===== src/rtl/nx_ram_1rw_arbiter.sv =====
`default_nettype none
// ============================================================================
//  Module   : nx_ram_1rw_arbiter
//  Purpose  : Shares one 1RW table RAM between two hardware requesters and
//             the software indirect-access path, with read-response routing.
//  Revision : 1.0  initial release
// ============================================================================
module nx_ram_1rw_arbiter #(
    parameter int N_DATA_BITS  = 32,
    parameter int N_ENTRIES    = 1024,
    parameter int RD_LATENCY   = 1,
    parameter int N_TIMER_BITS = 4,
    localparam int ADDR_BITS   = (N_ENTRIES > 1) ? $clog2(N_ENTRIES) : 1
) (
    input  logic                   clk,
    input  logic                   rst,
    input  logic                   hw0_vld,
    output logic                   hw0_rdy,
    input  logic                   hw0_we,
    input  logic [ADDR_BITS-1:0]   hw0_add,
    input  logic [N_DATA_BITS-1:0] hw0_bwe,
    input  logic [N_DATA_BITS-1:0] hw0_din,
    input  logic                   hw1_vld,
    output logic                   hw1_rdy,
    input  logic                   hw1_we,
    input  logic [ADDR_BITS-1:0]   hw1_add,
    input  logic [N_DATA_BITS-1:0] hw1_bwe,
    input  logic [N_DATA_BITS-1:0] hw1_din,
    input  logic                   sw_req,
    input  logic                   sw_we,
    input  logic [ADDR_BITS-1:0]   sw_add,
    input  logic [N_DATA_BITS-1:0] sw_wdat,
    output logic                   sw_ack,
    output logic                   hw_yield,
    output logic                   ram_cs,
    output logic                   ram_we,
    output logic [ADDR_BITS-1:0]   ram_add,
    output logic [N_DATA_BITS-1:0] ram_bwe,
    output logic [N_DATA_BITS-1:0] ram_din,
    input  logic [N_DATA_BITS-1:0] ram_dout,
    output logic                   rsp0_vld,
    output logic                   rsp1_vld,
    output logic                   sw_rsp_vld,
    output logic [N_DATA_BITS-1:0] rsp_dat
);

    localparam logic [N_TIMER_BITS-1:0] c_tmax   = '1;
    localparam logic [1:0]              c_id_hw0 = 2'd0;
    localparam logic [1:0]              c_id_hw1 = 2'd1;
    localparam logic [1:0]              c_id_sw  = 2'd2;

    logic [N_TIMER_BITS-1:0] r_timer;
    logic                    r_last;      // 1: hw1 was granted last, so hw0 wins the next tie
    logic                    r_pipe_vld [RD_LATENCY];
    logic [1:0]              r_pipe_id  [RD_LATENCY];

    logic                   w_force;
    logic                   w_gnt_hw0;
    logic                   w_gnt_hw1;
    logic                   w_gnt_sw;
    logic                   w_ram_cs;
    logic                   w_ram_we;
    logic [ADDR_BITS-1:0]   w_ram_add;
    logic [N_DATA_BITS-1:0] w_ram_bwe;
    logic [N_DATA_BITS-1:0] w_ram_din;
    logic [1:0]             w_ram_id;
    logic                   w_issue_rd;
    logic                   w_tail_vld;
    logic [1:0]             w_tail_id;

    always_comb begin
        w_force   = sw_req && (r_timer == c_tmax);
        w_gnt_hw0 = 1'b0;
        w_gnt_hw1 = 1'b0;
        w_gnt_sw  = 1'b0;
        if (!rst) begin
            if (w_force) begin
                w_gnt_sw = 1'b1;
            end else if (hw0_vld && hw1_vld) begin
                w_gnt_hw0 = r_last;
                w_gnt_hw1 = !r_last;
            end else if (hw0_vld) begin
                w_gnt_hw0 = 1'b1;
            end else if (hw1_vld) begin
                w_gnt_hw1 = 1'b1;
            end else if (sw_req) begin
                w_gnt_sw = 1'b1;
            end
        end
    end

    always_comb begin
        w_ram_cs  = 1'b0;
        w_ram_we  = 1'b0;
        w_ram_add = '0;
        w_ram_bwe = '0;
        w_ram_din = '0;
        w_ram_id  = c_id_hw0;
        if (w_gnt_hw0) begin
            w_ram_cs  = 1'b1;
            w_ram_we  = hw0_we;
            w_ram_add = hw0_add;
            w_ram_bwe = hw0_bwe;
            w_ram_din = hw0_din;
            w_ram_id  = c_id_hw0;
        end else if (w_gnt_hw1) begin
            w_ram_cs  = 1'b1;
            w_ram_we  = hw1_we;
            w_ram_add = hw1_add;
            w_ram_bwe = hw1_bwe;
            w_ram_din = hw1_din;
            w_ram_id  = c_id_hw1;
        end else if (w_gnt_sw) begin
            w_ram_cs  = 1'b1;
            w_ram_we  = sw_we;
            w_ram_add = sw_add;
            w_ram_bwe = '1;
            w_ram_din = sw_wdat;
            w_ram_id  = c_id_sw;
        end
        w_issue_rd = w_ram_cs && !w_ram_we;
    end

    always_ff @(posedge clk) begin
        if (rst) begin
            r_timer <= '0;
        end else if (sw_req && !w_gnt_sw) begin
            r_timer <= (r_timer == c_tmax) ? r_timer : r_timer + 1'b1;
        end else begin
            r_timer <= '0;
        end
    end

    // A forced software grant carries no hw grant, so the pointer holds.
    always_ff @(posedge clk) begin
        if (rst) begin
            r_last <= 1'b1;
        end else if (w_gnt_hw0) begin
            r_last <= 1'b0;
        end else if (w_gnt_hw1) begin
            r_last <= 1'b1;
        end
    end

    always_ff @(posedge clk) begin
        if (rst) begin
            for (int i = 0; i < RD_LATENCY; i++) begin
                r_pipe_vld[i] <= 1'b0;
                r_pipe_id[i]  <= 2'd0;
            end
        end else begin
            r_pipe_vld[0] <= w_issue_rd;
            r_pipe_id[0]  <= w_ram_id;
            for (int i = 1; i < RD_LATENCY; i++) begin
                r_pipe_vld[i] <= r_pipe_vld[i-1];
                r_pipe_id[i]  <= r_pipe_id[i-1];
            end
        end
    end

    assign w_tail_vld = r_pipe_vld[RD_LATENCY-1] && !rst;
    assign w_tail_id  = r_pipe_id[RD_LATENCY-1];

    assign hw0_rdy    = w_gnt_hw0;
    assign hw1_rdy    = w_gnt_hw1;
    assign sw_ack     = w_gnt_sw;
    assign hw_yield   = w_force && !rst;
    assign ram_cs     = w_ram_cs;
    assign ram_we     = w_ram_we;
    assign ram_add    = w_ram_add;
    assign ram_bwe    = w_ram_bwe;
    assign ram_din    = w_ram_din;
    assign rsp0_vld   = w_tail_vld && (w_tail_id == c_id_hw0);
    assign rsp1_vld   = w_tail_vld && (w_tail_id == c_id_hw1);
    assign sw_rsp_vld = w_tail_vld && (w_tail_id == c_id_sw);
    assign rsp_dat    = w_tail_vld ? ram_dout : '0;

endmodule
`default_nettype wire


===== config.mk =====
export PLATFORM = sky130hd
export DESIGN_NAME = nx_ram_1rw_arbiter
export DESIGN_NICKNAME = d
export VERILOG_FILES = /design/src/rtl/nx_ram_1rw_arbiter.sv
export SDC_FILE = /design/constraint.sdc
export NUM_CORES = 1
export LEC_CHECK = 0
export BUFFER_PORTS_ARGS = -buffer_cell sky130_fd_sc_hd__buf_2
export CAP_MARGIN = 40
export CORE_AREA = 2 2 132 134
export DETAILED_ROUTE_END_ITERATION = 12
export DIE_AREA = 0 0 134 136
export PLACE_DENSITY = 0.51
export SYNTH_ARGS = -nofsm -noshare
export SYNTH_HDL_FRONTEND = slang
export SYNTH_SLANG_ARGS = --single-unit

===== constraint.sdc =====
create_clock -name clk -period 2.8 [get_ports clk]
set_input_delay 0.28 -clock clk [delete_from_list [all_inputs] [get_ports clk]]
set_output_delay 0.28 -clock clk [all_outputs]
set_load 0.005 [all_outputs]

==> impl_summary.log, run 1 <==
INFO  metric worstPathMaxFanout = 35
INFO  metric area_of_combinational_cells_with_multiple_inputs = 1480 sq um
INFO  metric post-route-cell-area = 3800 sq um
INFO  metric cts_setup_buffers = 0
INFO  metric vias = 3397
INFO  metric worst-setup-path-type = flop to output port
INFO  metric antenna_violating_nets_post_route = 0
INFO  metric timing.reg2reg.setup_slack = 1.01 ns
INFO  metric synth_simple_gate_area_share = between 20 and 30%
INFO  metric dr.first_iter.drc_count = 135
INFO  metric wl = 11100 um
INFO  metric main_flop_type_after_synthesis = dfxtp_1
INFO  metric cts_tree = built
INFO  metric fmax = 421 MHz
INFO  metric detailedRoute.firstPassIterationCount = 5
INFO  metric share_of_final_layout_standard_cells_stronger_than_drive_strength_1 = 61.1%
INFO  metric min_path_type = input port to flop
INFO  metric worst_setup_path_start_kind = flop
INFO  metric grt_first_pass_wirelength = about 15000 um
INFO  metric r2r_path_start = r_timer[0]
INFO  metric grt_antenna_before_repair = 4
INFO  metric rsz0062_at_grt = false
INFO  metric antennaDiodeCount = 0
INFO  metric synth_compound_gate_area_share = 50.0%
INFO  metric avgViaCountPerCell = 4.16
INFO  metric r2r_end = r_pipe_vld[0]
INFO  metric maximum_number_of_pins_on_one_net_before_global_route_repair = 87
INFO  metric coreArea = 16900 sq um
INFO  metric seq_area_frac_synth = 8.85%
INFO  metric seq_area = about 160 sq um
INFO  metric rows = 48
INFO  metric synth_edf_count = 0
INFO  metric start_util = between 10 and 15%
INFO  metric ctsHoldBuffers = 0
INFO  metric vdd.ir_drop.worst = 0.000162 V
INFO  metric timing.final.crit_share = 84.8%
INFO  metric critical_path.max_stage_delay = 0.35 ns
INFO  metric synth-seq-cells = 8
INFO  metric gpl.final_weighted_congestion = 0.741
INFO  metric hold_path_end = r_last
INFO  metric worst_path_dominant_cell_family = buffers and inverters
INFO  metric first_global_vias = between 2000 and 3000
INFO  metric clk_pin_slew = 0.04 ns
INFO  metric yosys_warnings = 0
INFO  metric max_slew.worst_pin.slew = 0.429 ns
INFO  metric hold_depth = 2
INFO  metric drv.max_cap_violation_count = 0
INFO  metric fin_crit = 2.38 ns
INFO  metric synth_top_family_by_area = compound AO/OA/AOI/OAI gates
INFO  metric area_of_the_die = roughly 18000 sq um
INFO  metric timing.setup.tns = 0 ns
INFO  metric numCtsBuffers = 3
INFO  metric clock_tree.buffer_depth = 2
INFO  metric final_max_slew_viol_count = 0
INFO  metric synth_fp_nets = around 500
INFO  metric layout.filler_cells = approximately 1900
INFO  metric cell_area_after_synthesis = 1810 sq um
INFO  metric cts.htree.levels = 1
INFO  metric p_per_area = around 230 nW/um^2
INFO  metric post_synth.cell_area_avg = 6.68 sq um
INFO  metric grt.total_usage = 10.4%
INFO  metric setup_viol_count_final = 0
INFO  metric muxShareOfSynthArea = 0%
INFO  metric floorplan.io_pins = roughly 350
INFO  metric cp.buffers_inverters = 2
INFO  metric r2r.worst_path.cells = 6
INFO  metric cp_cell_sequence = ha_1 > nand4_2 > and4_4 > buf_4 > a22oi_1 > a21oi_1 > buf_2
INFO  metric cp-end-kind = output port
INFO  metric clock_sinks = 8
INFO  metric area_delta_synth_final = 110%
INFO  metric buffer_ports.inserted = 344
INFO  metric post_synth_inst_count = 271
INFO  metric worst_clock_skew = approximately 0.00084 ns
INFO  metric worst_path_max_delay_cell = buf_4
INFO  metric netlist-cell-type-count = 31
INFO  metric place_area = 3720 sq um
INFO  metric clk_root_buffer_cell = clkbuf_16
INFO  metric worst_ep_arrival_time = 2.10 ns
INFO  metric overflow = 0
INFO  metric hpwlAfterDp = 9250 um
INFO  metric leakagePower = between 2 and 2.5 nW
INFO  metric dieWidth = 134 um
INFO  metric clkLatencyLatePin = 0.23 ns
INFO  metric drc = 0
INFO  metric cts_repair_resize_count = 0
INFO  metric post_synth_fa_ha_maj_area_fraction = 0.691%
INFO  metric max_slew_margin = 71.4%
INFO  metric die_h = around 140 um
INFO  metric hold_violations = 0
INFO  metric asyncSetResetFlopFracSynth = 0%
INFO  metric critical_path_required = 2.52 ns
INFO  metric min_delay_startpoint = rst
INFO  metric avgRoutedWirePerCell = 13.6 um
INFO  metric num-nets-final = 824
INFO  metric synthXorXnorAreaFrac = 0.484%
INFO  metric result_of_the_run = complete, no violations
-- synthesized netlist by cell type, types with 3 or more instances --
cell | number | share of area [%]
nor2_1 | 46 | 9.5
a21oi_1 | 45 | 12
a22oi_1 | 43 | 18
a221o_1 | 33 | 18
and2_1 | 32 | 11
clkbuf_1 | 17 | 3.5
dfxtp_1 | 8 | 8.8
buf_2 | 6 | 1.7
buf_6 | 6 | 3.7
nor3b_1 | 4 | 1.7
buf_4 | 3 | 1.2
nand2_1 | 3 | 0.62
nor2b_1 | 3 | 1.0
-- final cells by class --
| cell class | instances | area share (%) |
|---|---|---|
| inverter | 3 | 0.362 |
| tap | 225 | 7.41 |
| timing repair buffer | 350 | 47.2 |
| sequential | 8 | 4.22 |
| multi-input combinational | 227 | 38.8 |
| clock buffer | 3 | 1.98 |
-- routing by layer --
layer	GRT usage [%]	vias up	share of wire [%]
met1	11.2	1479	37
li1	-	1678	-
met3	1.94	8	10
met5	0	-	0.26
met2	21.3	228	52
met4	1.06	4	0.46
-- how the worst max path moves through the flow --
stage / from / end / slack [ns] / cells after the start
3_5_place_dp: r_timer[0] / ram_din[22] / 0.67 / 7
3_3_place_gp: r_timer[0] / ram_add[1] / 0.67 / 7
6_report: r_timer[0] / ram_add[2] / 0.42 / 7
4_1_cts: r_timer[0] / ram_din[22] / 0.42 / 7
2_1_floorplan: r_timer[0] / ram_bwe[22] / 0.91 / 7
5_1_grt: r_timer[0] / ram_din[22] / 0.27 / 7
-- per-stage QoR --
stage | util, % | cells | total power [W] | hold slack [ns] | setup slack [ns]
finish | 22.5 | 816 | 0.000862 | 0.354 | 0.425
global route | 22.5 | 816 | 0.000924 | 0.383 | 0.274
CTS | 22.5 | 816 | 0.000874 | 0.351 | 0.420
detailed placement | 22.1 | 813 | 0.000633 | 0.460 | 0.672
global placement | 22.1 | 813 | 0.000635 | 0.450 | 0.666
floorplan | - | 271 | 0.000334 | 0.385 | 0.907
-- flip-flops by register name, summed over array words and instances, names as in the netlist --
| name | count |
|---|---|
| r_timer | 4 |
| r_pipe_id | 2 |
| r_pipe_vld | 1 |
| r_last | 1 |
-- cells in the final DEF, fill, tap and decap left out --
master	count
a21o_1	1
a21oi_1	45
a21oi_4	1
a221o_1	33
a22oi_1	43
a31oi_1	1
and2_1	32
and4_1	1
and4_4	1
buf_12	2
buf_2	344
buf_4	4
clkbuf_16	3
dfxtp_1	8
ha_1	1
inv_1	2
inv_4	1
nand2_1	3
nand2b_1	1
nand3_1	2
nand4_1	1
nand4_2	1
nand4bb_4	1
nor2_1	46
nor2b_1	2
nor2b_2	1
nor3_1	2
nor3b_1	4
o21ai_0	1
or2_2	2
xnor2_1	1
-- cell families after synthesis --
family                   Yosys count
AO/OA/AOI/OAI                    125
XOR/XNOR                           1
adder cells (fa/ha/maj)            1
buffers and inverters             36
flip-flops                         8
AND/OR/NAND/NOR                  100
-- power by group --
part	switching, W	internal, W
combinational	0.000224	0.000280
sequential	0.00000324	0.000120
clock	0.0000511	0.000184
total	0.000278	0.000583
No activity file was read; power rests on OpenSTA's default activity.
==> inputs of run 2 (changes only) <==
clock period = 2.3 ns   (was 2.8 ns; I/O delays follow)
==> run 2 against run 1 <==
Compared with the run above: via count rose by 0.77%; combinational power rose by 23%; worst hold slack worse by 0.056 ns; first-iteration DRC count rose by 44%; sequential cell count did not move; critical path depth shrank 1; final cell count grew 0.25%; non-clock buffer count rose by 1; power grew 22%; core utilization is 0.25 points higher; die area stayed put; final area increased by 1.1%.
==> impl_summary.log, run 2 (synthesis results as in run 1) <==
INFO  metric result_of_the_run = complete, no violations (unchanged)
INFO  metric start_util = 10.7% (unchanged)
INFO  metric area_delta_synth_final = 112% (was 110%)
INFO  metric worst_ep_arrival_time = 1.94 ns (was 2.10 ns)
INFO  metric grt_first_pass_wirelength = 15500 um (was 14900 um)
INFO  metric registers.top_by_ff_count = r_timer (unchanged)
INFO  metric hold_violations = 0 (unchanged)
INFO  metric final.hold.worst_slack = 0.299 ns (was 0.354 ns)
INFO  metric num-nets-final = 825 (was 824)
INFO  metric utilization = 22.8% (was 22.5%)
INFO  metric fin_crit = about 2.2 ns
INFO  metric setup_viol_count_final = 0 (unchanged)
INFO  metric cp_cell_sequence = ha_2 > nand4_4 > nand4bb_4 > inv_4 > a221o_1 > buf_2 (was ha_1 > nand4_2 > and4_4 > buf_4 > a22oi_1 > a21oi_1 > buf_2)
INFO  metric first_global_vias = 2918 (was 2873)
INFO  metric floorplan.io_pins = 345 (unchanged)
INFO  metric worst_path_max_delay_cell = a221o_1 (was buf_4)
INFO  metric hpwlAfterDp = 9460 um (was 9250 um)
INFO  metric area_of_the_die = 18200 sq um (unchanged)
INFO  metric rows = 48 (unchanged)
INFO  metric final_max_slew_viol_count = 0 (unchanged)
INFO  metric coreArea = 16900 sq um (unchanged)
INFO  metric antenna_violating_nets_post_route = 0 (unchanged)
INFO  metric fmax = 462 MHz
INFO  metric cp-end-kind = output port (unchanged)
INFO  metric ctsHoldBuffers = 0 (unchanged)
INFO  metric min_path_type = input port to flop (unchanged)
INFO  metric area_of_combinational_cells_with_multiple_inputs = 1490 sq um (was 1480 sq um)
INFO  metric worst_path_dominant_cell_family = compound AO/OA/AOI/OAI gates (was buffers and inverters)
INFO  metric avgViaCountPerCell = 4.18 (was 4.16)
INFO  metric dieWidth = 134 um (unchanged)
INFO  metric cp.buffers_inverters = 2 (unchanged)
INFO  metric clk_pin_slew = 0.04 ns (about the same)
INFO  metric vdd.ir_drop.worst = 0.000194 V (was 0.000162 V)
INFO  metric overflow = 0 (unchanged)
INFO  metric gpl.final_weighted_congestion = 0.736 (was 0.741)
INFO  metric maximum_number_of_pins_on_one_net_before_global_route_repair = 63 (was 87)
INFO  metric leakagePower = 2.14 nW (was 2.13 nW)
INFO  metric buffer_ports.inserted = 344 (unchanged)
INFO  metric place_area = 3740 sq um (was 3720 sq um)
INFO  metric timing.final.crit_share = 94.2%
INFO  metric worst-setup-path-type = flop to output port (unchanged)
INFO  metric critical_path.max_stage_delay = 0.41 ns (was 0.35 ns)
INFO  metric layout.filler_cells = 1924 (was 1945)
INFO  metric wl = 11500 um (was 11100 um)
INFO  metric worstPathMaxFanout = 34 (was 35)
INFO  metric post-route-cell-area = 3840 sq um (was 3800 sq um)
INFO  metric clk_root_buffer_cell = clkbuf_16 (unchanged)
INFO  metric p_per_area = 275 nW/um^2 (was 227 nW/um^2)
INFO  metric vias = 3423 (was 3397)
INFO  metric timing.setup.tns = 0 ns (unchanged)
INFO  metric cts.htree.levels = 1 (unchanged)
INFO  metric grt_antenna_before_repair = 6 (was 4)
INFO  metric worst_setup_path_start_kind = flop (unchanged)
INFO  metric avgRoutedWirePerCell = 14.0 um (was 13.6 um)
INFO  metric numCtsBuffers = 3 (unchanged)
INFO  metric dr.first_iter.drc_count = 194 (was 135)
INFO  metric grt.total_usage = 10.8% (was 10.4%)
INFO  metric biggestRegsByFlops = r_timer (4), r_pipe_id (2) (unchanged)
INFO  metric rsz0062_at_grt = false (unchanged)
INFO  metric share_of_final_layout_standard_cells_stronger_than_drive_strength_1 = 61.5% (was 61.1%)
INFO  metric max_slew_margin = 75.0% (was 71.4%)
INFO  metric cts_tree = built (unchanged)
INFO  metric number_of_flip_flops_under_the_largest_register_name = 4 (unchanged)
INFO  metric die_h = 136 um (unchanged)
INFO  metric drv.max_cap_violation_count = 0 (unchanged)
INFO  metric detailedRoute.firstPassIterationCount = 4 (was 5)
INFO  metric max_slew.worst_pin.slew = 0.375 ns (was 0.429 ns)
INFO  metric clock_sinks = 8 (unchanged)
INFO  metric drc = 0 (unchanged)
INFO  metric final_common_cell = buf_2 (unchanged)
INFO  metric critical_path_required = 2.07 ns (was 2.52 ns)
INFO  metric clock_tree.buffer_depth = 2 (unchanged)
INFO  metric clkLatencyLatePin = 0.23 ns (about the same)
INFO  metric seq_area = 160 sq um (unchanged)
INFO  metric layout_common_cells = 344 x buf_2, 46 x nor2_1, 45 x a21oi_1, 43 x a22oi_1, 33 x a221o_1 (unchanged)
INFO  metric worst_clock_skew = 0.000663 ns (was 0.000839 ns)
[run 2: cell types whose count changed in the layout (fill, tap and decap cells not counted), sizes merged]
cell,previous run,this run
buf,350,351
diode,0,1
[run 2: stage by stage]
step	setup slack [ns]	power, W	instances
global placement	0.247	0.000776	814
detailed placement	0.242	0.000773	814
floorplan	0.457	0.000407	271
CTS	0.0287	0.00107	817
finish	0.134	0.00106	818
global route	0.00281	0.00113	817
[run 2: final timing paths]
path	slack (ns)	cells after the start	start	to
worst max-delay path	0.13	6	r_timer[0]	ram_bwe[30]
worst min-delay path	0.30	2	rst	r_last
worst max register to register	0.62	6	r_timer[0]	r_pipe_vld[0]
worst min register to register	0.46	1	r_timer[0]	r_timer[0]
[run 2: cell type report]
class | instances | share of cell area [%]
repair buffers | 351 | 47.3
multi-input cells | 227 | 38.8
well taps | 225 | 7.33
flip-flops and latches | 8 | 4.17
clock buffers | 3 | 1.96
inverters | 3 | 0.358
diodes | 1 | 0.0652
[run 2: power by group]
group / switching (W) / internal [W]
registers: 0.00000405 / 0.000146
clock network: 0.0000644 / 0.000224
logic: 0.000274 / 0.000344
[run 2: what timing repair did]
action                                  4_1_cts  5_1_grt
setup buffers                                 0        0
gates resized for setup                       1        3
endpoints found under the setup margin        1       48
[run 2: per-layer routing]
layer | vias to the layer above | global-route usage (%) | part of all wire (%)
met1 | 1504 | 11.7 | 37
li1 | 1679 | - | -
met2 | 226 | 21.9 | 52
met4 | 4 | 1.24 | 0.52
met3 | 10 | 2.27 | 9.6
met5 | - | 0 | 0.24
==> inputs of run 3 (changes only) <==
--- a/config.mk
+++ b/config.mk
@@ -8,8 +8,10 @@
 export BUFFER_PORTS_ARGS = -buffer_cell sky130_fd_sc_hd__buf_2
 export CAP_MARGIN = 40
-export CORE_AREA = 2 2 132 134
+export CELL_PAD_IN_SITES_DETAIL_PLACEMENT = 1
+export CELL_PAD_IN_SITES_GLOBAL_PLACEMENT = 2
+export CORE_MARGIN = 1.5
+export CORE_UTILIZATION = 10
 export DETAILED_ROUTE_END_ITERATION = 12
-export DIE_AREA = 0 0 134 136
-export PLACE_DENSITY = 0.51
+export PLACE_DENSITY = 0.94
 export SYNTH_ARGS = -nofsm -noshare
 export SYNTH_HDL_FRONTEND = slang
==> constraint.sdc (replaced) <==
create_clock -name clk -period 2.7 [get_ports clk]
set_input_delay 0.27 -clock clk [delete_from_list [all_inputs] [get_ports clk]]
set_output_delay 0.27 -clock clk [all_outputs]
set_load 0.1 [all_outputs]
==> run 3 against run 2 <==
Compared with the run above: non-clock buffer count up 3; wire length up 23%; worst setup slack better by 0.0088 ns; clock skew about the same; first-iteration DRC count down 23%; sequential share of layout area down 1.1 points; sequential cell count unchanged; worst hold slack better by 0.054 ns; critical path depth up 1; final area up 35%; critical path type unchanged; largest power group unchanged; highest routed layer is now met4.
==> impl_summary.log, run 3 (synthesis results as in run 1) <==
INFO  metric hpwlAfterDp = 12000 um (was 9460 um)
INFO  metric cts_setup_buffers = 0 (unchanged)
INFO  metric dieWidth = 138 um (was 134 um)
INFO  metric first_global_vias = 3459 (was 2918)
INFO  metric clkLatencyLatePin = 0.23 ns (about the same)
INFO  metric critical_path.max_stage_delay = 0.37 ns (was 0.41 ns)
INFO  metric r2r.worst_path.cells = 6 (unchanged)
INFO  metric wl = 14100 um (was 11500 um)
INFO  metric vdd.ir_drop.worst = 0.000205 V (was 0.000194 V)
INFO  metric hold_violations = 0 (unchanged)
INFO  metric sum_of_internal_switching_and_leakage_power = 0.00223 W (was 0.00106 W)
INFO  metric vias = 3544 (was 3423)
INFO  metric area_of_the_die = 18900 sq um (was 18200 sq um)
INFO  metric cts_repair_resize_count = 0 (was 1)
INFO  metric drc = 0 (unchanged)
INFO  metric fin_cells = 825 (was 818)
INFO  metric floorplan.io_pins = 345 (unchanged)
INFO  metric dr.first_iter.drc_count = 150 (was 194)
INFO  metric final.hold.worst_slack = 0.353 ns (was 0.299 ns)
INFO  metric maximum_number_of_pins_on_one_net_before_global_route_repair = 48 (was 63)
INFO  metric cts_tree = built (unchanged)
INFO  metric final_common_cell = buf_2 (unchanged)
INFO  metric clock_sinks = 8 (unchanged)
INFO  metric r2r_path_start = r_timer[0] (unchanged)
INFO  metric num-nets-final = 828 (was 825)
INFO  metric worstPathMaxFanout = 29 (was 34)
INFO  metric max_slew_margin = 64.2% (was 75.0%)
INFO  metric ctsHoldBuffers = 0 (unchanged)
INFO  metric worst-setup-path-type = flop to output port (unchanged)
INFO  metric max_slew.worst_pin.slew = 0.541 ns (was 0.375 ns)
INFO  metric result_of_the_run = complete, no violations (unchanged)
INFO  metric worst_ep_arrival_time = 2.29 ns (was 1.94 ns)
INFO  metric number_of_flip_flops_under_the_largest_register_name = 4 (unchanged)
INFO  metric grt_first_pass_wirelength = 19100 um (was 15500 um)
INFO  metric antenna_violating_nets_post_route = 0 (unchanged)
INFO  metric layout_common_cells = 266 x buf_2, 82 x buf_12, 46 x nor2_1, 43 x a22oi_1, 35 x a21oi_2 (was 344 x buf_2, 46 x nor2_1, 45 x a21oi_1, 43 x a22oi_1, 33 x a221o_1)
INFO  metric overflow = 0 (unchanged)
INFO  metric critical_path_required = 2.43 ns (was 2.07 ns)
INFO  metric cp_cell_sequence = ha_1 > nand3_1 > a21oi_4 > buf_4 > a22oi_1 > a21oi_2 > buf_12 (was ha_2 > nand4_4 > nand4bb_4 > inv_4 > a221o_1 > buf_2)
INFO  metric grt_antenna_before_repair = 1 (was 6)
INFO  metric timing.final.crit_share = 94.7%
INFO  metric die_h = 138 um (was 136 um)
INFO  metric numCtsBuffers = 3 (unchanged)
INFO  metric p_per_area = 429 nW/um^2 (was 275 nW/um^2)
INFO  metric clock_tree.buffer_depth = 2 (unchanged)
INFO  metric start_util = 10.1% (was 10.7%)
INFO  metric area_delta_synth_final = 187% (was 112%)
INFO  metric gpl.final_weighted_congestion = 0.830 (was 0.736)
INFO  metric worst_setup_path_start_kind = flop (unchanged)
INFO  metric drv.max_cap_violation_count = 0 (unchanged)
INFO  metric setup_viol_count_final = 0 (unchanged)
INFO  metric biggestRegsByFlops = r_timer (4), r_pipe_id (2) (unchanged)
INFO  metric cp-end-kind = output port (unchanged)
INFO  metric timing.reg2reg.setup_slack = 0.72 ns (was 0.62 ns)
INFO  metric worst_clock_skew = 0.000532 ns (was 0.000663 ns)
INFO  metric share_of_final_layout_standard_cells_stronger_than_drive_strength_1 = 69.2% (was 61.5%)
INFO  metric clk_root_buffer_cell = clkbuf_16 (unchanged)
INFO  metric timing.critical_path.from = r_timer[0] (unchanged)
INFO  metric leakagePower = 2.49 nW (was 2.14 nW)
INFO  metric post-route-cell-area = 5190 sq um (was 3840 sq um)
INFO  metric grt.total_usage = 13.1% (was 10.8%)
INFO  metric avgRoutedWirePerCell = 17.0 um (was 14.0 um)
INFO  metric buffer_ports.inserted = 344 (unchanged)
INFO  metric final_max_slew_viol_count = 0 (unchanged)
INFO  metric numPlacedInstances = 821 (was 814)
INFO  metric min_delay_startpoint = rst (unchanged)
INFO  metric rsz0062_at_grt = false (unchanged)
INFO  metric min_path_type = input port to flop (unchanged)
INFO  metric registers.top_by_ff_count = r_timer (unchanged)
INFO  metric place_area = 5110 sq um (was 3740 sq um)
INFO  metric detailedPlace.worstSlack = 0.358 ns (was 0.242 ns)
INFO  metric fin_crit = 2.56 ns
INFO  metric avgViaCountPerCell = 4.30 (was 4.18)
INFO  metric worst_setup_path_endpoint = ram_din[16] (was ram_bwe[30])
INFO  metric fmax = 391 MHz
INFO  metric finalWorstSetupSlack = 0.143 ns (was 0.134 ns)
INFO  metric clk_pin_slew = 0.04 ns (about the same)
INFO  metric cts.htree.levels = 1 (unchanged)
INFO  metric detailedRoute.firstPassIterationCount = 4 (unchanged)
INFO  metric rows = 49 (was 48)
INFO  metric r2r_end = r_pipe_vld[0] (unchanged)
INFO  metric worst_path_max_delay_cell = dfxtp_1 (was a221o_1)
INFO  metric coreArea = 17800 sq um (was 16900 sq um)
[run 3: final cells by class]
class,count,area [sq um]
Inverter,3,13.8
Multi-Input combinational cell,227,1630
Fill cell,2138,12700
Clock buffer,3,75.1
Antenna cell,1,2.50
Sequential cell,8,160
Timing Repair Buffer,354,3020
Tap cell,229,287
[run 3: worst min-delay path by stage]
stage | slack [ns] | cells after the start | to
after global placement | 0.44 | 1 | r_timer[0]
after CTS | 0.36 | 2 | r_last
after global routing | 0.37 | 2 | r_last
final | 0.35 | 2 | r_last
after detailed placement | 0.46 | 1 | r_timer[0]
after floorplan | 0.37 | 1 | r_last
[run 3: layer usage]
metal | share of wire [%] | GRT usage, % | up-vias
met3 | 9.9 | 3.20 | 6
met4 | 0.60 | 1.46 | 0
met1 | 36 | 14.5 | 1648
li1 | - | - | 1687
met5 | 0 | 0 | -
met2 | 54 | 25.7 | 203
[run 3: per-stage QoR]
stage	setup TNS, ns	util (%)
detailed placement	0	28.6
finish	0	29.1
global placement	0	28.6
global route	0	29.1
CTS	0	29.1
floorplan	-3.04	-
[run 3: critical path, delay by kind of cell (launching register included)]
| family | cells | cell delay [ns] |
|---|---|---|
| buffers and inverters | 2 | 0.54 |
| flip-flops | 1 | 0.37 |
| AO/OA/AOI/OAI | 3 | 0.64 |
| adder cells (fa/ha/maj) | 1 | 0.27 |
| AND/OR/NAND/NOR | 1 | 0.22 |
[run 3: power by group]
group | internal, W | switching (W) | total [W]
combinational | 0.000631 | 0.00122 | 0.00185
clock | 0.000191 | 0.0000558 | 0.000247
sequential | 0.000124 | 0.00000376 | 0.000128
